<file path="config.mk">
export PLATFORM = sky130hd
export DESIGN_NAME = motor_rate_ramp
export DESIGN_NICKNAME = d
export VERILOG_FILES = /design/src/rtl/motor_rate_pkg.sv /design/src/rtl/motor_ramp_tick.sv /design/src/rtl/motor_rate_ramp.sv
export SDC_FILE = /design/constraint.sdc
export NUM_CORES = 1
export LEC_CHECK = 0
export BUFFER_PORTS_ARGS = -buffer_cell sky130_fd_sc_hd__buf_2
export CAP_MARGIN = 20
export CELL_PAD_IN_SITES_DETAIL_PLACEMENT = 1
export CELL_PAD_IN_SITES_GLOBAL_PLACEMENT = 1
export CORE_MARGIN = 2
export CORE_UTILIZATION = 51
export DETAILED_ROUTE_END_ITERATION = 10
export PLACE_DENSITY_LB_ADDON = 0.1
export REMOVE_ABC_BUFFERS = 1
export SYNTH_ARGS = -nofsm -noshare
export SYNTH_HDL_FRONTEND = slang
export SYNTH_SLANG_ARGS = --single-unit
</file>
<file path="constraint.sdc">
create_clock -name clk_in -period 14.1 [get_ports clk_in]
set_input_delay 2.82 -clock clk_in [delete_from_list [all_inputs] [get_ports clk_in]]
set_output_delay 2.82 -clock clk_in [all_outputs]
set_load 0.05 [all_outputs]
</file>
<file path="src/rtl/motor_rate_pkg.sv">
// Shared definitions for the motor step-clock rate controller.
package motor_rate_pkg;

    typedef enum logic [1:0] {
        S_IDLE = 2'd0,
        S_RAMP = 2'd1,
        S_HOLD = 2'd2,
        S_STOP = 2'd3
    } rate_state_t;

    localparam int unsigned FACTOR_STOP = 0;

endpackage

</file>
<file path="src/rtl/motor_ramp_tick.sv">
// Ramp prescaler: one-cycle tick every RAMP_DIV enabled cycles, synchronous clear.
module motor_ramp_tick #(
    parameter int unsigned RAMP_DIV = 240000
) (
    input  logic clk_in,
    input  logic rst,
    input  logic en,
    input  logic clr,
    output logic tick
);

    localparam int unsigned PW = (RAMP_DIV > 1) ? $clog2(RAMP_DIV) : 1;
    localparam logic [PW-1:0] LAST = PW'(RAMP_DIV - 1);

    logic [PW-1:0] pcnt;

    always_ff @(posedge clk_in or negedge rst) begin
        if (!rst) begin
            pcnt <= '0;
            tick <= 1'b0;
        end else if (clr) begin
            pcnt <= '0;
            tick <= 1'b0;
        end else if (en) begin
            if (pcnt == LAST) begin
                pcnt <= '0;
                tick <= 1'b1;
            end else begin
                pcnt <= pcnt + PW'(1);
                tick <= 1'b0;
            end
        end else begin
            tick <= 1'b0;
        end
    end

endmodule

</file>
<file path="src/rtl/motor_rate_ramp.sv">
// Motor step-clock rate controller: toggle divider whose half-period ramps toward a target.
// Optional macro MOTOR_RATE_STEP_CNT_EN adds the step_cnt rising-edge counter output.
module motor_rate_ramp
    import motor_rate_pkg::*;
#(
    parameter int unsigned DIV_W        = 24,
    parameter int unsigned FACTOR_START = 24000,
    parameter int unsigned FACTOR_MIN   = 240,
    parameter int unsigned RAMP_DIV     = 240000,
    parameter int unsigned RAMP_STEP    = 200
) (
    input  logic             clk_in,
    input  logic             rst,
    input  logic             cfg_valid,
    input  logic [DIV_W-1:0] cfg_factor,
    output logic             cfg_ready,
    output logic             clk_out,
    output logic [DIV_W-1:0] cur_factor,
    output logic             busy,
    output logic             at_speed
`ifdef MOTOR_RATE_STEP_CNT_EN
    ,
    output logic [15:0]      step_cnt
`endif
);

    localparam logic [DIV_W-1:0] F_START = DIV_W'(FACTOR_START);
    localparam logic [DIV_W-1:0] F_MIN   = DIV_W'(FACTOR_MIN);
    localparam logic [DIV_W-1:0] F_STEP  = DIV_W'(RAMP_STEP);
    localparam logic [DIV_W-1:0] F_STOP  = DIV_W'(FACTOR_STOP);

    rate_state_t      state, nxt_state;
    logic [DIV_W-1:0] cnt, target, nxt_target, nxt_factor, step_val, clamped;
    logic             accept, is_stop, wrap, ramping, apply, pending, tick, tick_clr;

    always_comb begin
        accept   = cfg_valid && cfg_ready;
        is_stop  = (cfg_factor == F_STOP);
        clamped  = is_stop ? '0 :
                   (cfg_factor < F_MIN)   ? F_MIN :
                   (cfg_factor > F_START) ? F_START : cfg_factor;
        ramping  = (state == S_RAMP) || (state == S_STOP);
        wrap     = (state != S_IDLE) && (cnt == cur_factor - DIV_W'(1));
        // Ticks are only latched as a pending step; the factor moves at a wrap.
        apply    = wrap && ramping && (pending || tick);
        if (cur_factor < target)
            step_val = (target - cur_factor > F_STEP) ? cur_factor + F_STEP : target;
        else
            step_val = (cur_factor - target > F_STEP) ? cur_factor - F_STEP : target;
        nxt_factor = apply ? step_val : cur_factor;

        nxt_state  = state;
        nxt_target = target;
        case (state)
            S_IDLE: if (accept && !is_stop) begin
                nxt_state  = S_RAMP;
                nxt_target = clamped;
            end
            S_RAMP: if (wrap && nxt_factor == target) nxt_state = S_HOLD;
            S_HOLD: if (accept) begin
                if (is_stop) begin
                    nxt_state  = S_STOP;
                    nxt_target = F_START;
                end else if (clamped != target) begin
                    nxt_state  = S_RAMP;
                    nxt_target = clamped;
                end
            end
            S_STOP: if (wrap && clk_out && cur_factor == F_START) nxt_state = S_IDLE;
            default: nxt_state = S_IDLE;
        endcase
        tick_clr = ((nxt_state == S_RAMP) || (nxt_state == S_STOP)) && !ramping;
    end

    motor_ramp_tick #(.RAMP_DIV(RAMP_DIV)) u_tick (
        .clk_in (clk_in),
        .rst    (rst),
        .en     (ramping),
        .clr    (tick_clr),
        .tick   (tick)
    );

    always_ff @(posedge clk_in or negedge rst) begin
        if (!rst) begin
            state      <= S_IDLE;
            cnt        <= '0;
            clk_out    <= 1'b0;
            cur_factor <= F_START;
            target     <= F_START;
            pending    <= 1'b0;
            cfg_ready  <= 1'b1;
            busy       <= 1'b0;
            at_speed   <= 1'b0;
        end else begin
            state      <= nxt_state;
            target     <= nxt_target;
            cur_factor <= nxt_factor;
            if (state == S_IDLE || nxt_state == S_IDLE || wrap)
                cnt <= '0;
            else
                cnt <= cnt + DIV_W'(1);
            if (nxt_state == S_IDLE)
                clk_out <= 1'b0;
            else if (wrap)
                clk_out <= ~clk_out;
            if (!ramping || tick_clr || wrap)
                pending <= 1'b0;
            else if (tick)
                pending <= 1'b1;
            cfg_ready <= (nxt_state == S_IDLE) || (nxt_state == S_HOLD);
            busy      <= (nxt_state == S_RAMP) || (nxt_state == S_STOP);
            at_speed  <= (nxt_state == S_HOLD);
        end
    end

`ifdef MOTOR_RATE_STEP_CNT_EN
    always_ff @(posedge clk_in or negedge rst) begin
        if (!rst)
            step_cnt <= '0;
        else if (accept)
            step_cnt <= '0;
        else if (wrap && !clk_out)
            step_cnt <= step_cnt + 16'd1;
    end
`endif

endmodule

</file>
==> results of run 1 <==
## state kept, by name, indices dropped and copies added, names as in the netlist
| signal | flops |
|---|---|
| target | 24 |
| cfg_ready | 1 |
| busy | 1 |
| clk_out | 1 |
| u_tick.tick | 1 |
| cnt | 24 |
| pending | 1 |
| state | 2 |
| cur_factor | 24 |
| u_tick.pcnt | 18 |
| at_speed | 1 |
## metrics by stage
step	total power [mW]	instances	hold WS [ps]	instance area, µm²
2_1_floorplan	0.2889	1334	448.4	10120
3_3_place_gp	0.3012	1671	481.6	10840
3_5_place_dp	0.3017	1671	496.7	10840
4_1_cts	0.5619	1687	508.7	11140
5_1_grt	0.5725	1687	549.2	11140
6_report	0.5577	1687	506.5	11140
## final cells by class
cell class,instances,share of cell area [%]
clock buffers,9,2.021
inverters,66,2.223
well taps,270,3.032
multi-input cells,1170,66.49
clock inverters,7,0.7299
repair buffers,67,3.324
flip-flops and latches,98,22.18
## worst register-to-register path, delay by kind of cell (launching register included)
family | cells | cell delay (ps)
simple gates | 7 | 2510
buf+inv | 2 | 290
flops | 1 | 740
compound gates | 5 | 2280
fa+ha+maj | 1 | 650
## cells in the mapped netlist (23+ instances only)
master / count / area share, %
nor3_1: 41 / 2.0
nor4_1: 32 / 1.9
nand3_1: 52 / 2.5
dfrtp_1: 83 / 20
inv_1: 65 / 2.3
or3_1: 23 / 1.4
ha_1: 53 / 6.3
nor2_1: 142 / 5.1
nand4_1: 32 / 1.9
o21ai_0: 118 / 5.6
xor2_1: 39 / 3.2
clkbuf_1: 76 / 2.7
and3_1: 25 / 1.5
xnor2_1: 85 / 7.1
a21oi_1: 103 / 4.9
nand2_1: 146 / 5.2
## kinds of logic (layout without fill, tap and decap cells)
group	count (synthesis)	after routing	synth area share [%]
buffers and inverters	158	149	6.047
flip-flops	98	98	23.51
adder cells (fa/ha/maj)	54	54	6.499
XOR/XNOR	124	124	10.33
AO/OA/AOI/OAI	426	426	26.50
multiplexers	7	7	0.7023
AND/OR/NAND/NOR	559	559	26.41
## where the power goes
part | leakage (nW) | switching (mW) | internal (mW)
sequential | 1.22 | 0 | 0.281
clock | 0.150 | 0.135 | 0.127
combinational | 3.36 | 0.0108 | 0.00416
## worst paths after layout
| check | endpoint | depth (start not counted) | slack, ps |
|---|---|---|---|
| max | u_tick.pcnt[2]$_DFFE_PN0P_ | 15 | 6950 |
| max in group asynchronous | target[15]$_DFFE_PN0P_ | 2 | 10450 |
| min reg2reg | u_tick.pcnt[17]$_DFFE_PN0P_ | 1 | 510 |
| min in group asynchronous | cur_factor[13]$_DFF_PN0_ | 1 | 2390 |
| max reg2reg | state[1]$_DFF_PN0_ | 15 | 7570 |
| min | u_tick.pcnt[17]$_DFFE_PN0P_ | 1 | 510 |
## per-layer routing
metal | vias to the layer above | global-route usage [%]
met3 | 127 | 5.185
met2 | 477 | 60.07
li1 | 5175 | -
met4 | 0 | 19.23
met5 | - | 0
met1 | 5669 | 50.82
## cells in the final DEF (no fill, tap or decap), types with 14 or more instances in the layout
cell	instances
a21o_1	14
nor2_1	142
dfstp_2	15
xnor2_1	85
o211ai_1	17
buf_2	53
nor4_1	32
or3_1	23
nand4_1	32
a21oi_1	102
buf_4	14
ha_1	53
inv_1	65
o21ai_0	118
a22oi_1	14
dfrtp_1	83
and3_1	25
nor3_1	41
o31ai_1	14
xor2_1	39
nand2_1	146
a211oi_1	18
nand3_1	52
==> results_dict.tcl, run 1 <==
set metrics [dict create \
    outcome "finished clean" \
    timing.final.ws_setup_ps 6953 \
    synthArstFlopShare_pct 100.0 \
    p_leak_nw 4.724 \
    final_util_pct 55.06 \
    grt_pass1_wl_mm 64.83 \
    drt_first_iter_violations 950 \
    final_nets 1493 \
    cts_tree "built" \
    fin_crit_sh_pct 50.69 \
    synth_edf_count 0 \
    htreeDepth 3 \
    area_growth_pct 5.999 \
    vdd_drop_max_mv 0.06916 \
    skew_ps 13.55 \
    clk_latency_ps 370 \
    grt_usage_pct 37.93 \
    ys_ff_latch 98 \
    io_buffers 54 \
    required_ps 14380 \
    io_pins 55 \
    met3WireLength_mm 2.742 \
    crit_path_end_kind "flop" \
    worstPathCellList "buf_2 -> nor4_1 -> nand3_1 -> nor4_1 -> or3_1 -> nor2_1 -> o32a_1 -> nor4_1 -> o211ai_1 -> o311ai_1 -> o21ai_0 -> buf_4 -> nor2_1 -> o21ai_0 -> o21ai_0" \
    avgViaCountPerCell 6.786 \
    post_cts_buffers 0 \
    clk_pin_slew_worst_paths_ps 90 \
    grt_pass1_vias 11387 \
    crit_path_start_kind "primary input" \
    yosys_warnings 0 \
    regArea_um2 2471 \
    hold_class "flop to flop" \
    tns_ps 0 \
    clock_tree.buffer_depth 2 \
    wl_mm 41.29 \
    dr_wl_met2_mm 18.89 \
    coreArea_um2 20230 \
    ctsHoldBuffers 0 \
    ys_types 86 \
    period_minus_slack_ps 7147 \
    std_cell_rows 52 \
    worstPathArrival_ps 7420 \
    rsz0062_at_grt "no" \
    dp_slack_ps 6655 \
    insertedDiodeCount 0 \
    initial_core_util_pct 51.95 \
    ys.flop_type "dfrtp_1" \
    cts-root-buf "clkbuf_16" \
    die_w_um 147.6 \
    final-setup-viol-count 0 \
    numCtsBuffers 9 \
    routed.top_layer "met4" \
    tightestPinTransition_ps 1073 \
    multi_input_area_um2 7408 \
    postCtsResizedCells 0 \
    first_pass_iters 5 \
    drv_cap 0 \
    grt.overflow.total 0 \
    ys_seq_area_share_pct 23.51 \
    finalMaxSlewViolations 0 \
    avgRoutedWirePerCell_um 24.48 \
    gp_congestion 0.9928 \
    max-slew-margin-rel_pct 28.23 \
    syn-cell-area_um2 10510 \
    dieArea_um2 21780 \
    met1_length_mm 17.48 \
    vias 11448 \
    synthCells 1426 \
    path_class "primary input to flop" \
    drc 0 \
    r2r_start "cur_factor[10]$_DFF_PN1_" \
    ant_nets 0 \
    crit_path_top_delay_cell "nor4_1" \
    fmax_mhz 139.9 \
    antenna_found_initial 0 \
    cts.sinks 98 \
    die_h_um 147.6 \
    fillerInstances 2645 \
    critPathTopFamily "simple AND/OR/NAND/NOR gates" \
    syn_avg_cell_area_um2 7.371 \
    critical_path_buf_inv_count 2 \
    crit_fanout 18 \
    drive_gt1_share_pct 9.033 \
    hold_violations 0 \
    critPathLaunch "cfg_factor[16]" \
    grt_max_degree 69 \
    dpl.hpwl_mm 31.52 \
    hp-start "u_tick.pcnt[17]$_DFFE_PN0P_" \
    max_stage_delay_ps 850 \
    p_per_area_nw_per_um2 50.05 \
]
Note: power is estimated with default switching activity, not from simulation.
==> run 2: changes to the inputs <==
CORE_UTILIZATION = 42   (was 51)
clock period = 6 ns   (was 14.1 ns; I/O delays follow)
==> results_dict.tcl, run 2 (synthesis results as in run 1) <==
set metrics [dict create \
    r2r_start "cur_factor[10]$_DFF_PN1_" \
    avgRoutedWirePerCell_um 25.57 \
    crit_path_start_kind "flop" \
    crit_fanout 18 \
    crit_path_end_kind "flop" \
    vias 11635 \
    p_leak_nw 4.992 \
    postCtsResizedCells 0 \
    dpl.hpwl_mm 35.67 \
    avgViaCountPerCell 6.493 \
    ctsHoldBuffers 0 \
    clk_pin_slew_worst_paths_ps 90 \
    outcome "finished clean" \
    ant_nets 0 \
    p_int_uw 968.2 \
    io_pins 55 \
    fmax_mhz 175.1 \
    clk_latency_ps 370 \
    htreeDepth 3 \
    mostFrequentLayoutCell "nand2_1" \
    insertedDiodeCount 0 \
    period_minus_slack_ps 5712 \
    grt_pass1_vias 11611 \
    hp-start "u_tick.pcnt[17]$_DFFE_PN0P_" \
    grt.overflow.total 0 \
    grt_max_degree 57 \
    wl_mm 45.82 \
    p_clk_share_pct 47.2 \
    required_ps 6300 \
    path_class "flop to flop" \
    combPwrFrac_pct 2.8 \
    skew_ps 21.25 \
    first_pass_iters 6 \
    die_w_um 162.2 \
    hold_violations 0 \
    final-setup-viol-count 0 \
    top_regs "cnt (24), cur_factor (24), target (24)" \
    gp_congestion 1.055 \
    worstPathArrival_ps 6010 \
    die_h_um 162.2 \
    vdd_drop_max_mv 0.1466 \
    tns_ps 0 \
    max-slew-margin-rel_pct 42.77 \
    p_seq_share_pct 50.1 \
    drt_first_iter_violations 1036 \
    clock_tree.buffer_depth 2 \
    coreArea_um2 24460 \
    cts_tree "built" \
    final_nets 1544 \
    numCtsBuffers 9 \
    initial_core_util_pct 42.97 \
    grt_pass1_wl_mm 70.08 \
    rsz0062_at_grt "no" \
    area_growth_pct 10.46 \
    std_cell_rows 57 \
    switching_share_pct 26.61 \
    finalMaxSlewViolations 0 \
    fin_crit_sh_pct 95.21 \
    cts.sinks 98 \
    grt_usage_pct 34.68 \
    io_buffers 54 \
    drc 0 \
    hold_class "flop to flop" \
    tightestPinTransition_ps 851.9 \
    layout_common_cells "nand2_1, nor2_1, o21ai_0" \
    p_sw_uw 351.0 \
    stdcell_count 1792 \
    cts-root-buf "clkbuf_16" \
    dpl.cell_count 1775 \
    dieArea_um2 26310 \
    p_per_area_nw_per_um2 113.6 \
    antenna_found_initial 0 \
    critPathLaunch "cur_factor[10]$_DFF_PN1_" \
    post_cts_buffers 0 \
    drv_cap 0 \
    drive_gt1_share_pct 12.26 \
]
[run 2: cell count changes in the layout (fill, tap and decap cells not counted)]
cell and change:
clkinv_4 +1, o21ai_2 +1, buf_4 +50, inv_6 -1, a21oi_4 +1, o21ai_1 -1
buf_8 +1, a21oi_2 -1
[run 2: final cells by class]
cell class                      instances  area (µm²)
Clock buffer                            9       225.2
Clock inverter                          7       81.33
Sequential cell                        98        2471
Timing Repair Buffer                  118       760.7
Multi-Input combinational cell       1170        7420
Tap cell                              324       405.4
Fill cell                            3107       12850
Inverter                               66       247.7
[run 2: metal layers]
layer / up-vias / routed length [µm] / track usage [%]
li1: 5282 / - / -
met1: 5766 / 19810 / 46.98
met2: 475 / 20600 / 54.41
met3: 112 / 2764 / 3.984
met4: 0 / 2648 / 18.26
met5: - / 0 / 0
[run 2: critical path, cell delays in order (launching register included)]
cell       delay (ps)
dfstp_2           540
inv_1             110
ha_1              530
nand2_1           260
o21ai_0           140
buf_4             180
a2111oi_0         470
o211ai_1          290
a221oi_1          300
nand4_1           210
nor4bb_1          460
buf_4             210
a21oi_4           150
buf_4             240
a22oi_1           190
a31oi_1           150
nor4b_2           310
o2111ai_1         270
a2111oi_2         440
a31o_1            170
[run 2: stage by stage]
step / hold slack, ps / power (mW) / worst slack [ps] / utilization (%) / cell area (µm²)
3_5_place_dp: 489.4 / 0.7102 / 399.2 / 46.12 / 11280
3_3_place_gp: 466.8 / 0.7094 / 452.4 / 46.12 / 11280
2_1_floorplan: 448.4 / 0.6789 / 471.0 / - / 10120
5_1_grt: 542.8 / 1.355 / 133.1 / 47.47 / 11610
4_1_cts: 501.8 / 1.331 / 382.5 / 47.37 / 11590
6_report: 499.4 / 1.319 / 287.7 / 47.47 / 11610
[run 2: worst paths after layout]
kind / slack, ps / cells past startpoint / end
worst max-delay path: 290 / 19 / state[1]$_DFF_PN0_
worst min-delay path: 500 / 1 / u_tick.pcnt[17]$_DFFE_PN0P_
worst max register to register: 290 / 19 / state[1]$_DFF_PN0_
worst min register to register: 500 / 1 / u_tick.pcnt[17]$_DFFE_PN0P_
max in group asynchronous: 3920 / 2 / target[6]$_DFFE_PN1P_
min in group asynchronous: 940 / 1 / cur_factor[13]$_DFF_PN0_
[run 2: power by group through the flow]
stage	registers, mW	clock network (mW)	logic (mW)
floorplan	0.673	0	0.00559
global placement	0.673	0	0.0363
detailed placement	0.673	0	0.0371
CTS	0.660	0.634	0.0371
global route	0.660	0.653	0.0415
finish	0.660	0.622	0.0364
